**src/rtl/imem_pkg.sv**
```systemverilog
// Shared types for the instruction-memory controller: sequencer states,
// grant owners and word geometry.
package imem_pkg;

  localparam int unsigned BYTES_PER_WORD = 4;

  typedef enum logic {
    IDLE,
    WRITE
  } state_t;

  // The value doubles as the request/grant bit index used by the arbiter
  typedef enum logic {
    GNT_FETCH = 1'b0,
    GNT_LD    = 1'b1
  } gnt_owner_t;

endpackage

```
**src/rtl/imem_if.sv**
```systemverilog
// Fetch, loader and byte-memory signal bundle for imem_ctrl.
// The controller connects through the slave modport.
interface imem_if #(
  parameter int unsigned ADDR_W = 32
);

  logic              fetch_req;
  logic [ADDR_W-1:0] fetch_addr;
  logic              fetch_ready;
  logic              fetch_valid;
  logic [31:0]       fetch_inst;
  logic              fetch_err;

  logic              ld_valid;
  logic [ADDR_W-1:0] ld_addr;
  logic [31:0]       ld_data;
  logic              ld_ready;
  logic              ld_done;

  logic [ADDR_W-1:0] mem_addr;
  logic              mem_we;
  logic [7:0]        mem_wdata;
  logic [31:0]       mem_rdata;

  modport slave (
    input  fetch_req, fetch_addr, ld_valid, ld_addr, ld_data, mem_rdata,
    output fetch_ready, fetch_valid, fetch_inst, fetch_err,
           ld_ready, ld_done, mem_addr, mem_we, mem_wdata
  );

  modport master (
    output fetch_req, fetch_addr, ld_valid, ld_addr, ld_data, mem_rdata,
    input  fetch_ready, fetch_valid, fetch_inst, fetch_err,
           ld_ready, ld_done, mem_addr, mem_we, mem_wdata
  );

endinterface

```
**src/rtl/imem_rr_arb.sv**
```systemverilog
// Two-requester round-robin arbiter. The last-granted pointer resets to the
// loader, so the fetch port wins the first contested cycle.
module imem_rr_arb
  import imem_pkg::*;
(
  input  logic       clk,
  input  logic       rst_n,
  input  logic [1:0] req,
  input  logic       en,
  output logic [1:0] gnt
);

  gnt_owner_t last;

  always_comb begin
    gnt = '0;
    unique case (req)
      2'b01:   gnt = 2'b01;
      2'b10:   gnt = 2'b10;
      2'b11:   gnt = (last == GNT_LD) ? 2'b01 : 2'b10;
      default: gnt = '0;
    endcase
  end

  always_ff @(posedge clk or negedge rst_n) begin
    if (!rst_n) begin
      last <= GNT_LD;
    end else if (en && (gnt != 2'b00)) begin
      last <= gnt[GNT_LD] ? GNT_LD : GNT_FETCH;
    end
  end

endmodule

```
**src/rtl/imem_ctrl.sv**
```systemverilog
// Arbitrates the byte-wide instruction memory between word fetches and
// loader word writes (split MSB-first into four byte writes).
// Optional IMEM_HALT_ON_ZERO_EN: a fetched zero word sets a sticky halt.
module imem_ctrl
  import imem_pkg::*;
#(
  parameter int unsigned DEPTH  = 1024,
  parameter int unsigned ADDR_W = 32
) (
  input  logic   clk,
  input  logic   rst_n,
  imem_if.slave  bus,
  output logic   halt
);

  localparam logic [ADDR_W-1:0] LAST_WORD = ADDR_W'(DEPTH - BYTES_PER_WORD);

  state_t            state;
  logic [1:0]        bcnt;
  logic [ADDR_W-1:0] addr_q;
  logic [31:0]       data_q;
  logic              ld_ok_q;
  logic              halt_q;
  logic              idle;
  logic [1:0]        req;
  logic [1:0]        gnt;
  logic              fetch_ok;

  function automatic logic addr_ok(input logic [ADDR_W-1:0] a);
    return (a[1:0] == 2'b00) && (a <= LAST_WORD);
  endfunction

  // Gating with rst_n keeps both ready outputs low while reset is held
  assign idle     = (state == IDLE) && rst_n;
  assign req      = {bus.ld_valid & idle, bus.fetch_req & idle & ~halt_q};
  assign fetch_ok = addr_ok(bus.fetch_addr);

  imem_rr_arb u_arb (
    .clk   (clk),
    .rst_n (rst_n),
    .req   (req),
    .en    (idle),
    .gnt   (gnt)
  );

  assign bus.fetch_ready = gnt[GNT_FETCH];
  assign bus.ld_ready    = gnt[GNT_LD];

  always_comb begin
    bus.mem_addr  = bus.fetch_addr;
    bus.mem_we    = 1'b0;
    bus.mem_wdata = '0;
    if (state == WRITE) begin
      bus.mem_addr = addr_q + ADDR_W'(bcnt);
      bus.mem_we   = ld_ok_q;
      unique case (bcnt)
        2'd0:    bus.mem_wdata = data_q[31:24];
        2'd1:    bus.mem_wdata = data_q[23:16];
        2'd2:    bus.mem_wdata = data_q[15:8];
        default: bus.mem_wdata = data_q[7:0];
      endcase
    end
  end

  always_ff @(posedge clk or negedge rst_n) begin
    if (!rst_n) begin
      state           <= IDLE;
      bcnt            <= '0;
      addr_q          <= '0;
      data_q          <= '0;
      ld_ok_q         <= 1'b0;
      bus.fetch_valid <= 1'b0;
      bus.fetch_inst  <= '0;
      bus.fetch_err   <= 1'b0;
      bus.ld_done     <= 1'b0;
    end else begin
      bus.fetch_valid <= 1'b0;
      bus.ld_done     <= 1'b0;
      unique case (state)
        IDLE: begin
          if (gnt[GNT_FETCH]) begin
            bus.fetch_valid <= 1'b1;
            bus.fetch_inst  <= fetch_ok ? bus.mem_rdata : '0;
            bus.fetch_err   <= ~fetch_ok;
          end else if (gnt[GNT_LD]) begin
            addr_q  <= bus.ld_addr;
            data_q  <= bus.ld_data;
            ld_ok_q <= addr_ok(bus.ld_addr);
            bcnt    <= '0;
            state   <= WRITE;
          end
        end
        WRITE: begin
          bcnt <= bcnt + 2'd1;
          // Registered one cycle early so ld_done coincides with the last byte
          if (bcnt == 2'd2) bus.ld_done <= 1'b1;
          if (bcnt == 2'd3) state <= IDLE;
        end
        default: state <= IDLE;
      endcase
    end
  end

`ifdef IMEM_HALT_ON_ZERO_EN
  always_ff @(posedge clk or negedge rst_n) begin
    if (!rst_n) begin
      halt_q <= 1'b0;
    end else if (gnt[GNT_FETCH] && fetch_ok && (bus.mem_rdata == 32'h0000_0000)) begin
      halt_q <= 1'b1;
    end
  end
`else
  assign halt_q = 1'b0;
`endif

  assign halt = halt_q;

endmodule
```
**src/flat_wrapper.sv**
```systemverilog
// flat-port wrapper written by rule: the top's interface ports become plain ports
module imem_ctrl_flat import imem_pkg::*;
#(
  parameter int unsigned DEPTH  = 1024,
  parameter int unsigned ADDR_W = 32
)
  (clk, rst_n, halt, bus_fetch_req, bus_fetch_addr, bus_ld_valid, bus_ld_addr, bus_ld_data, bus_mem_rdata, bus_fetch_ready, bus_fetch_valid, bus_fetch_inst, bus_fetch_err, bus_ld_ready, bus_ld_done, bus_mem_addr, bus_mem_we, bus_mem_wdata);
  imem_if #(.ADDR_W(ADDR_W)) bus_i ();
  input  logic clk;
  input  logic rst_n;
  output logic halt;
  input wire logic [$bits(bus_i.fetch_req)-1:0] bus_fetch_req;
  input wire logic [$bits(bus_i.fetch_addr)-1:0] bus_fetch_addr;
  input wire logic [$bits(bus_i.ld_valid)-1:0] bus_ld_valid;
  input wire logic [$bits(bus_i.ld_addr)-1:0] bus_ld_addr;
  input wire logic [$bits(bus_i.ld_data)-1:0] bus_ld_data;
  input wire logic [$bits(bus_i.mem_rdata)-1:0] bus_mem_rdata;
  output wire logic [$bits(bus_i.fetch_ready)-1:0] bus_fetch_ready;
  output wire logic [$bits(bus_i.fetch_valid)-1:0] bus_fetch_valid;
  output wire logic [$bits(bus_i.fetch_inst)-1:0] bus_fetch_inst;
  output wire logic [$bits(bus_i.fetch_err)-1:0] bus_fetch_err;
  output wire logic [$bits(bus_i.ld_ready)-1:0] bus_ld_ready;
  output wire logic [$bits(bus_i.ld_done)-1:0] bus_ld_done;
  output wire logic [$bits(bus_i.mem_addr)-1:0] bus_mem_addr;
  output wire logic [$bits(bus_i.mem_we)-1:0] bus_mem_we;
  output wire logic [$bits(bus_i.mem_wdata)-1:0] bus_mem_wdata;
  assign bus_i.fetch_req = bus_fetch_req;
  assign bus_i.fetch_addr = bus_fetch_addr;
  assign bus_i.ld_valid = bus_ld_valid;
  assign bus_i.ld_addr = bus_ld_addr;
  assign bus_i.ld_data = bus_ld_data;
  assign bus_i.mem_rdata = bus_mem_rdata;
  assign bus_fetch_ready = bus_i.fetch_ready;
  assign bus_fetch_valid = bus_i.fetch_valid;
  assign bus_fetch_inst = bus_i.fetch_inst;
  assign bus_fetch_err = bus_i.fetch_err;
  assign bus_ld_ready = bus_i.ld_ready;
  assign bus_ld_done = bus_i.ld_done;
  assign bus_mem_addr = bus_i.mem_addr;
  assign bus_mem_we = bus_i.mem_we;
  assign bus_mem_wdata = bus_i.mem_wdata;
  imem_ctrl #(.DEPTH(DEPTH), .ADDR_W(ADDR_W)) u_core (.clk(clk), .rst_n(rst_n), .bus(bus_i), .halt(halt));
endmodule
```
**config.mk**
```make
export PLATFORM = sky130hd
export DESIGN_NAME = imem_ctrl_flat
export DESIGN_NICKNAME = d
export VERILOG_FILES = /design/src/rtl/imem_pkg.sv /design/src/rtl/imem_if.sv /design/src/rtl/imem_rr_arb.sv /design/src/rtl/imem_ctrl.sv /design/src/flat_wrapper.sv
export SDC_FILE = /design/constraint.sdc
export NUM_CORES = 1
export LEC_CHECK = 0
export CAP_MARGIN = 20
export CORE_ASPECT_RATIO = 1.2
export CORE_MARGIN = 1.5
export CORE_UTILIZATION = 44
export DETAILED_ROUTE_END_ITERATION = 8
export PLACE_DENSITY = 0.81
export REMOVE_ABC_BUFFERS = 1
export SETUP_SLACK_MARGIN = 0.4
export SKIP_CTS_REPAIR_TIMING = 1
export SYNTH_ARGS = -nofsm -noshare
export SYNTH_HDL_FRONTEND = slang
export SYNTH_HIERARCHICAL = 1
export SYNTH_SLANG_ARGS = --single-unit
```
**constraint.sdc**
```tcl
create_clock -name clk -period 3.24 [get_ports clk]
set_clock_uncertainty 0.2 [all_clocks]
set_input_delay 0.648 -clock clk [delete_from_list [all_inputs] [get_ports clk]]
set_output_delay 0.648 -clock clk [all_outputs]
set_load 0.005 [all_outputs]
```
-- After elaboration in Yosys (flattened, before gate mapping)
Cells that the tools add are included.
- bitwise gates (word level): 5
- equal/unequal tests: 8
- mux-type cells: 18
- $lt $le $gt $ge: 2
- reductions and logical operators: 11
- add/subtract/negate cells: 2
- operators with widths (kind ; number):
    $le 32x10->1 const B ; 2
    $mux 32 ; 2
    $add 32x2->32 ; 1
    $pmux 8 s3 ; 1
    $eq 2x2->1 const B ; 4
    $mux 1 ; 8
    $mux 8 ; 1
    $logic_not 2->1 ; 3
    $mux 2 ; 3
    $pmux 2 s3 ; 1
    $eq 2x1->1 const B ; 2
    $logic_and 1x1->1 ; 4
    $ne 2x2->1 const B ; 2
    $pmux 2 s2 ; 1
    $reduce_and 2->1 ; 2
    $not 1->1 ; 3
    $reduce_and 3->1 ; 1
    $add 2x1->2 const B ; 1
    $and 1x1->1 ; 2
    $pmux 1 s2 ; 1
    $reduce_bool 2->1 ; 1
- input bits: 132
- bits in registers: 104
- output and inout port bits: 79
- word-level logic and storage cells: 56

-- Depth between registers and ports, before layout
Gate-level depths: netlist (run 1).
- depth after elaboration: 8
- gate-level depth with buffers: 10
- gate-level depth less buffers: 7

-- Hierarchy
Netlist (run 1), hierarchy kept.
- modules (own cells, without submodules) (module ; area each (um^2) ; times used ; sequential area each (um^2) ; cells an instance):
    imem_ctrl ; 5187.5 ; 1 ; 2577.5 ; 472
    imem_rr_arb ; 56.3 ; 1 ; 26.3 ; 6

-- Worst setup path before layout (run 1)
OpenSTA, ideal clock, no wires.
- path type: reg2out
- start point: reg u_core.bcnt[0]
- end point: out bus_mem_addr[16]
- data required time: 2.392 ns
- cell stages (with the launch flop): 9
- buffers on the path: 1
- arrival: 2.308 ns
- slack: 0.084 ns
- cells stage by stage: dfrtp_1 > ha_1 > inv_1 > fa_1 > and4b_1 > nand3_1 > clkbuf_1 > or3_1 > a31oi_1
- word-level cells in the longest chain between the ends: 2
- ends and longest elaborated chain (element ; line ; RTL):
    start: declaration ; imem_ctrl.sv:19 ; logic [1:0] bcnt;
    start signal: assignment ; imem_ctrl.sv:94 ; bcnt <= bcnt + 2'd1;
    $add 32x2->32 ; imem_ctrl.sv:54 ; bus.mem_addr = addr_q + ADDR_W'(bcnt);
    $mux 32 ; imem_ctrl.sv:53 ; if (state == WRITE) begin
    end: declaration ; flat_wrapper.sv:24 ; output wire logic [$bits(bus_i.mem_addr)-1:0] bus_mem_addr;
Every way passes these cells.

-- Worst setup path in the final report (run 1)
Ends and elaborated chain as after synthesis.

==> flow_metrics.py, run 1 <==
metrics = {
    "status": {
        "status": "finished, violations left",
        "violations": "negative setup slack",
    },
    "synthesis": {
        "synth_warnings": 6,
        "synth-edff-count": 0,
        "synth_common_cells": "dfrtp_1, mux2_2, nor2_1, a22o_1, clkbuf_1",
        "synth.area.top_cells": "dfrtp_1, mux2_2, a22o_1",
        "synth_seq_cells": 104,
        "syn_inst": 478,
        "synth_most_common_cell": "dfrtp_1",
        "avgSynthCellArea_um2": 11.0,
        "synth_top_cell_area_share_pct": 49.2,
        "synth_area_mm2": 0.00524,
        "ys_seq_area_share_pct": 49.7,
        "synth_area_leader_cell": "dfrtp_1",
        "ys.flop_type": "dfrtp_1",
        "ys_types": 42,
        "async_flop_share_pct": 100,
    },
    "grt": {
        "grt_pass1_wl_um": 24400,
        "antenna_found_initial": 0,
        "grt_max_degree": 63,
        "grt.total_usage_pct": 25.3,
        "first_global_vias": 4971,
        "gr-total-overflow": 0,
    },
    "sta": {
        "setup_viol": 20,
        "rsz0062_at_grt": "yes",
        "hold_ws_ns": 0.169,
        "finalCritPeriodShare_pct": 109,
        "timing.fmax_mhz": 284,
        "tns_ns": -3.55,
        "layout_setup_ws_ns": -0.286,
        "hold_violations": 0,
        "max_slew_margin_pct": 46.6,
        "tightestPinTransition_ns": 0.801,
        "slew_violations": 0,
        "period_needed_ns": 3.53,
    },
    "critical_path": {
        "rr_worst_depth": 9,
        "reg2reg_setup_slack_ns": 0.60,
        "worstReg2RegEnd": "u_core/addr_q[1]",
        "timing.rr.start": "u_core/state",
        "path_class": "flip-flop to primary output",
        "critPathRequiredTime_ns": 2.39,
        "worst_setup_path_end_kind": "primary output",
        "cp-start-kind": "flip-flop",
        "path_max_fanout": 8,
        "cp.arrival_ns": 2.68,
    },
    "clock_network": {
        "cts-buffers-inserted": 9,
        "clk_pin_slew_ns": 0.07,
        "cts_tree": "built",
        "cts_root_buffer": "clkbuf_16",
        "htree_levels": 3,
        "clock_latency_ns": 0.34,
        "cts.sinks": 104,
        "clock_path_buffers": 2,
    },
    "die": {
        "die_h_um": 123,
        "rows": 43,
        "fp.dieArea_mm2": 0.0126,
        "io_pins": 211,
        "start_util_pct": 45.3,
        "die_x_um": 103,
        "fp.coreArea_mm2": 0.0116,
    },
    "min_path": {
        "hold_path.class": "input pin to async pin",
    },
    "drt": {
        "drc": 0,
        "avgViaCountPerCell": 5.61,
        "routed_wl_um": 17100,
        "routedWlPerCell_um": 19.1,
        "firstDrtPassIters": 5,
        "drtIter0Drc": 219,
        "vias": 5013,
        "ant_nets": 0,
    },
    "place": {
        "port_buffers": 209,
        "post-dp-hpwl_um": 11500,
        "dpl_worst_slack_ns": -0.366,
        "dp.cells": 851,
        "gp_congestion": 0.880,
    },
    "run": {
        "maxCapViolations": 0,
    },
    "final_layout": {
        "n_antenna_cell": 0,
        "final_nets": 871,
        "syn_to_final_growth_pct": 60.4,
        "stdcell_count": 893,
        "drive_above_1_share_pct": 31.4,
        "fill_cells": 838,
    },
    "pwr": {
        "p_per_area_mw_per_mm2": 748,
        "p_leak_uw": 0.00358,
        "peakVddDrop_v": 0.000414,
    },
}
## critical path, stage by stage (launching register included)
cell and delay [ns]:
dfrtp_1 0.41, ha_4 0.17, inv_2 0.04, fa_2 0.34, and4b_1 0.32, nand3_2 0.10
buf_6 0.16, buf_6 0.11, or3_1 0.35, a31oi_2 0.20, clkbuf_2 0.14
## metal layers
metal,track usage (%),vias to the layer above,routed length (um)
met2,46.1,216,8850
met4,9.16,0,494
li1,-,2304,-
met5,0,-,0
met3,6.95,34,1340
met1,27.9,2459,6380
## cell type report
cell class / instances / area, um2 / area share, %
Inverter: 9 / 40.0 / 0.476
Clock inverter: 6 / 90.1 / 1.07
Sequential cell: 104 / 2610 / 31.0
Timing Repair Buffer: 273 / 2510 / 29.8
Multi-Input combinational cell: 334 / 2740 / 32.6
Tap cell: 157 / 196 / 2.34
Clock buffer: 10 / 229 / 2.72
## power by group
group	internal, uW	total, uW	switching, uW
sequential	1740	2110	364
combinational	1640	3020	1380
clock	682	1170	484
## cells in the final DEF, fill, tap and decap left out, types with 3 or more instances in the layout
cell type        synthesis  layout
inv_1                    9       5
nand4_1                 12      12
and2_1                   5       4
and4_1                   5       5
o21ai_0                  7       6
a222oi_1                 8       8
xor2_1                   4       4
nor2_1                  48      45
o31ai_2                  0       3
ha_4                     0       5
or4_1                   15      10
clkbuf_16                0       9
or4b_4                   1       3
dlymetal6s2s_1           0       4
o31ai_1                 15      11
buf_4                    1      45
buf_6                    1      17
buf_2                    2      29
buf_12                   0       3
mux2_2                  66      65
clkdlybuf4s50_1          0     167
nor4_1                  12      11
or3_1                    3       3
or4_4                    0       5
xnor2_2                  0       5
a31oi_1                 19      18
dfrtp_1                103     101
clkbuf_2                 0       7
nand2_1                 16      15
nand3_1                  9       8
a22o_1                  32      32
a21oi_1                 20      18
## worst max path at each step
stage	slack, ns	startpoint	depth (start not counted)	to
2_1_floorplan	-1.23	u_core/state	6	u_core/addr_q[0]
3_3_place_gp	-0.27	u_core/bcnt[0]	9	bus_mem_addr[22]
3_5_place_dp	-0.37	u_core/bcnt[0]	9	bus_mem_addr[18]
4_1_cts	-0.77	u_core/bcnt[0]	9	bus_mem_addr[18]
5_1_grt	-0.39	u_core/bcnt[0]	11	bus_mem_addr[18]
6_report	-0.29	u_core/bcnt[0]	10	bus_mem_addr[16]
## registers in the layout (all words and copies together), names as in the netlist, 2 cells and up
name / count
u_core/addr_q: 32
u_core/data_q: 32
u_core/bus.fetch_inst: 32
u_core/bcnt: 2
## stage by stage
step / power, uW / utilization [%] / area (um2)
detailed placement: 4830 / 66.9 / 7740
global route: 6680 / 72.7 / 8410
floorplan: 3380 / - / 5110
CTS: 6020 / 69.6 / 8060
finish: 6290 / 72.7 / 8410
global placement: 4730 / 66.9 / 7740
## kinds of logic (layout without fill, tap and decap cells)
family / Yosys count / count (layout) / share of synthesized area (%)
AND/OR/NAND/NOR: 140 / 142 / 14.3
AO/OA/AOI/OAI: 106 / 106 / 14.6
flip-flops: 104 / 104 / 49.7
multiplexers: 66 / 66 / 14.2
buffers and inverters: 42 / 298 / 3.27
XOR/XNOR: 11 / 11 / 1.84
adder cells (fa/ha/maj): 8 / 8 / 2.05
other: 1 / 1 / 0.0715
Note: power is estimated with default switching activity, not from simulation.
==> run 2, diff against run 1 <==
--- a/config.mk
+++ b/config.mk
@@ -8,9 +8,10 @@
 export CAP_MARGIN = 20
 export CORE_ASPECT_RATIO = 1.2
 export CORE_MARGIN = 1.5
-export CORE_UTILIZATION = 44
+export CORE_UTILIZATION = 60
 export DETAILED_ROUTE_END_ITERATION = 8
-export PLACE_DENSITY = 0.81
+export DONT_BUFFER_PORTS = 1
+export PLACE_DENSITY = 0.76
 export REMOVE_ABC_BUFFERS = 1
 export SETUP_SLACK_MARGIN = 0.4
 export SKIP_CTS_REPAIR_TIMING = 1
==> run 2 against run 1 <==
The flow finishes with violations (negative hold slack, negative setup slack). Global-route usage increased by 1.2 points. Die area shrank 26%. Total power shrank 18%.
==> flow_metrics.py, run 2 (synthesis gave the netlist of run 1 again) <==
metrics = {
    "status": {
        "status": "finished, violations left",
        "violations": "negative hold slack, negative setup slack",
    },
    "critical_path": {
        "cp-start-kind": "flip-flop",
        "cp.arrival_ns": 2.70,
        "path_class": "flip-flop to primary output",
        "timing.rr.start": "u_core/state",
        "crit_path_start": "u_core/addr_q[0]",
        "rr_worst_depth": 10,
        "path_max_fanout": 8,
        "critPathRequiredTime_ns": 2.39,
        "reg2reg_setup_slack_ns": 0.54,
        "worst_setup_path_end_kind": "primary output",
    },
    "sta": {
        "hold_violations": 104,
        "slew_violations": 0,
        "setup_viol": 12,
        "layout_setup_ws_ns": -0.310,
        "tightestPinTransition_ns": 0.597,
        "timing.fmax_mhz": 282,
        "rsz0062_at_grt": "yes",
        "hold_ws_ns": -0.229,
        "period_needed_ns": 3.55,
        "finalCritPeriodShare_pct": 110,
        "max_slew_margin_pct": 60.2,
    },
    "clock_network": {
        "clk_pin_slew_ns": 0.09,
        "cts-buffers-inserted": 9,
        "cts.sinks": 104,
        "clock_latency_ns": 0.36,
        "cts_tree": "built",
        "htree_levels": 3,
        "cts_root_buffer": "clkbuf_8",
        "clock_path_buffers": 2,
    },
    "drt": {
        "routedWlPerCell_um": 22.3,
        "drtIter0Drc": 269,
        "routed_wl_um": 13600,
        "firstDrtPassIters": 5,
        "drc": 0,
        "ant_nets": 0,
        "avgViaCountPerCell": 6.66,
        "vias": 4054,
    },
    "die": {
        "fp.coreArea_mm2": 0.00852,
        "fp.dieArea_mm2": 0.00931,
        "die_x_um": 88.3,
        "start_util_pct": 61.6,
        "die_h_um": 105,
        "io_pins": 211,
        "rows": 37,
    },
    "place": {
        "place_area_mm2": 0.00539,
        "post-dp-hpwl_um": 8780,
        "port_buffers": 0,
        "gp_congestion": 0.847,
        "dpl_worst_slack_ns": 0.0195,
        "dp.cells": 576,
    },
    "pwr": {
        "peakVddDrop_v": 0.000493,
        "p_leak_uw": 0.00247,
        "p_per_area_mw_per_mm2": 839,
    },
    "final_layout": {
        "drive_above_1_share_pct": 34.6,
        "regArea_mm2": 0.00261,
        "multi_input_area_mm2": 0.00291,
        "largestRegisters": "u_core/addr_q (32), u_core/bus.fetch_inst (32), u_core/data_q (32)",
        "stdcell_count": 609,
        "final_cell_area_mm2": 0.00616,
        "fill_cells": 611,
        "final_nets": 627,
        "layout.cells.most_common": "dfrtp_1",
        "syn_to_final_growth_pct": 17.5,
        "final_cell_mix": "dfrtp_1, mux2_2, nor2_1",
        "n_antenna_cell": 0,
    },
    "grt": {
        "antenna_found_initial": 0,
        "grt_pass1_wl_um": 18600,
        "grt.total_usage_pct": 26.5,
        "grt_max_degree": 106,
        "first_global_vias": 3746,
        "gr-total-overflow": 0,
    },
    "run": {
        "maxCapViolations": 0,
    },
    "min_path": {
        "hold_path.class": "input pin to async pin",
    },
}
-- run 2: routing by layer --
metal / global-route usage, % / wire, um / part of all wire (%) / vias to the layer above
met5: 0 / 0 / 0 / -
met4: 12.2 / 399 / 2.9 / 0
met3: 5.72 / 1070 / 7.9 / 40
met2: 44.1 / 7090 / 52 / 229
met1: 32.7 / 5020 / 37 / 1964
li1: - / - / - / 1821
-- run 2: where the power goes --
group	total, uW	internal [uW]	leakage, uW	switching [uW]
Combinational	2210	1090	0.00106	1120
Clock	765	343	0.000102	422
Sequential	2190	1740	0.00131	450
-- run 2: path summary, 6_finish.rpt --
path	to
max in group asynchronous	u_core/u_arb/last
worst min register to register	u_core/ld_ok_q
min in group clk	u_core/bus.fetch_inst[21]
worst max-delay path	bus_mem_addr[22]
worst min-delay path	u_core/data_q[23]
worst max register to register	u_core/bus.fetch_inst[22]
-- run 2: final cells by class --
| class | count | area share (%) |
|---|---|---|
| clock buffers | 12 | 2.68 |
| repair buffers | 29 | 4.37 |
| well taps | 117 | 2.38 |
| multi-input cells | 334 | 47.2 |
| clock inverters | 4 | 0.447 |
| flip-flops and latches | 104 | 42.3 |
| inverters | 9 | 0.609 |
-- run 2: metrics by stage --
| stage | util (%) | total power [uW] | setup TNS (ns) |
|---|---|---|---|
| finish | 72.3 | 5170 | -1.64 |
| global placement | 63.3 | 3790 | 0 |
| floorplan | - | 3380 | -100.28 |
| detailed placement | 63.3 | 3880 | 0 |
| CTS | 65.5 | 4650 | -3.11 |
| global route | 72.3 | 5500 | -2.75 |
-- run 2: critical path: stages, from the launching register on --
cell,delay [ns]
dfrtp_1,0.37
ha_2,0.21
inv_2,0.05
fa_2,0.37
and4b_1,0.31
nand3_2,0.11
buf_4,0.18
buf_8,0.15
o31ai_1,0.42
a31oi_1,0.18
==> run 3, diff against run 2 <==
--- a/config.mk
+++ b/config.mk
@@ -5,7 +5,6 @@
 export SDC_FILE = /design/constraint.sdc
 export NUM_CORES = 1
 export LEC_CHECK = 0
-export CAP_MARGIN = 20
 export CORE_ASPECT_RATIO = 1.2
 export CORE_MARGIN = 1.5
 export CORE_UTILIZATION = 60
==> results of run 3 <==
Same layout as run 2: the final DEF is identical, and so are final timing and power.
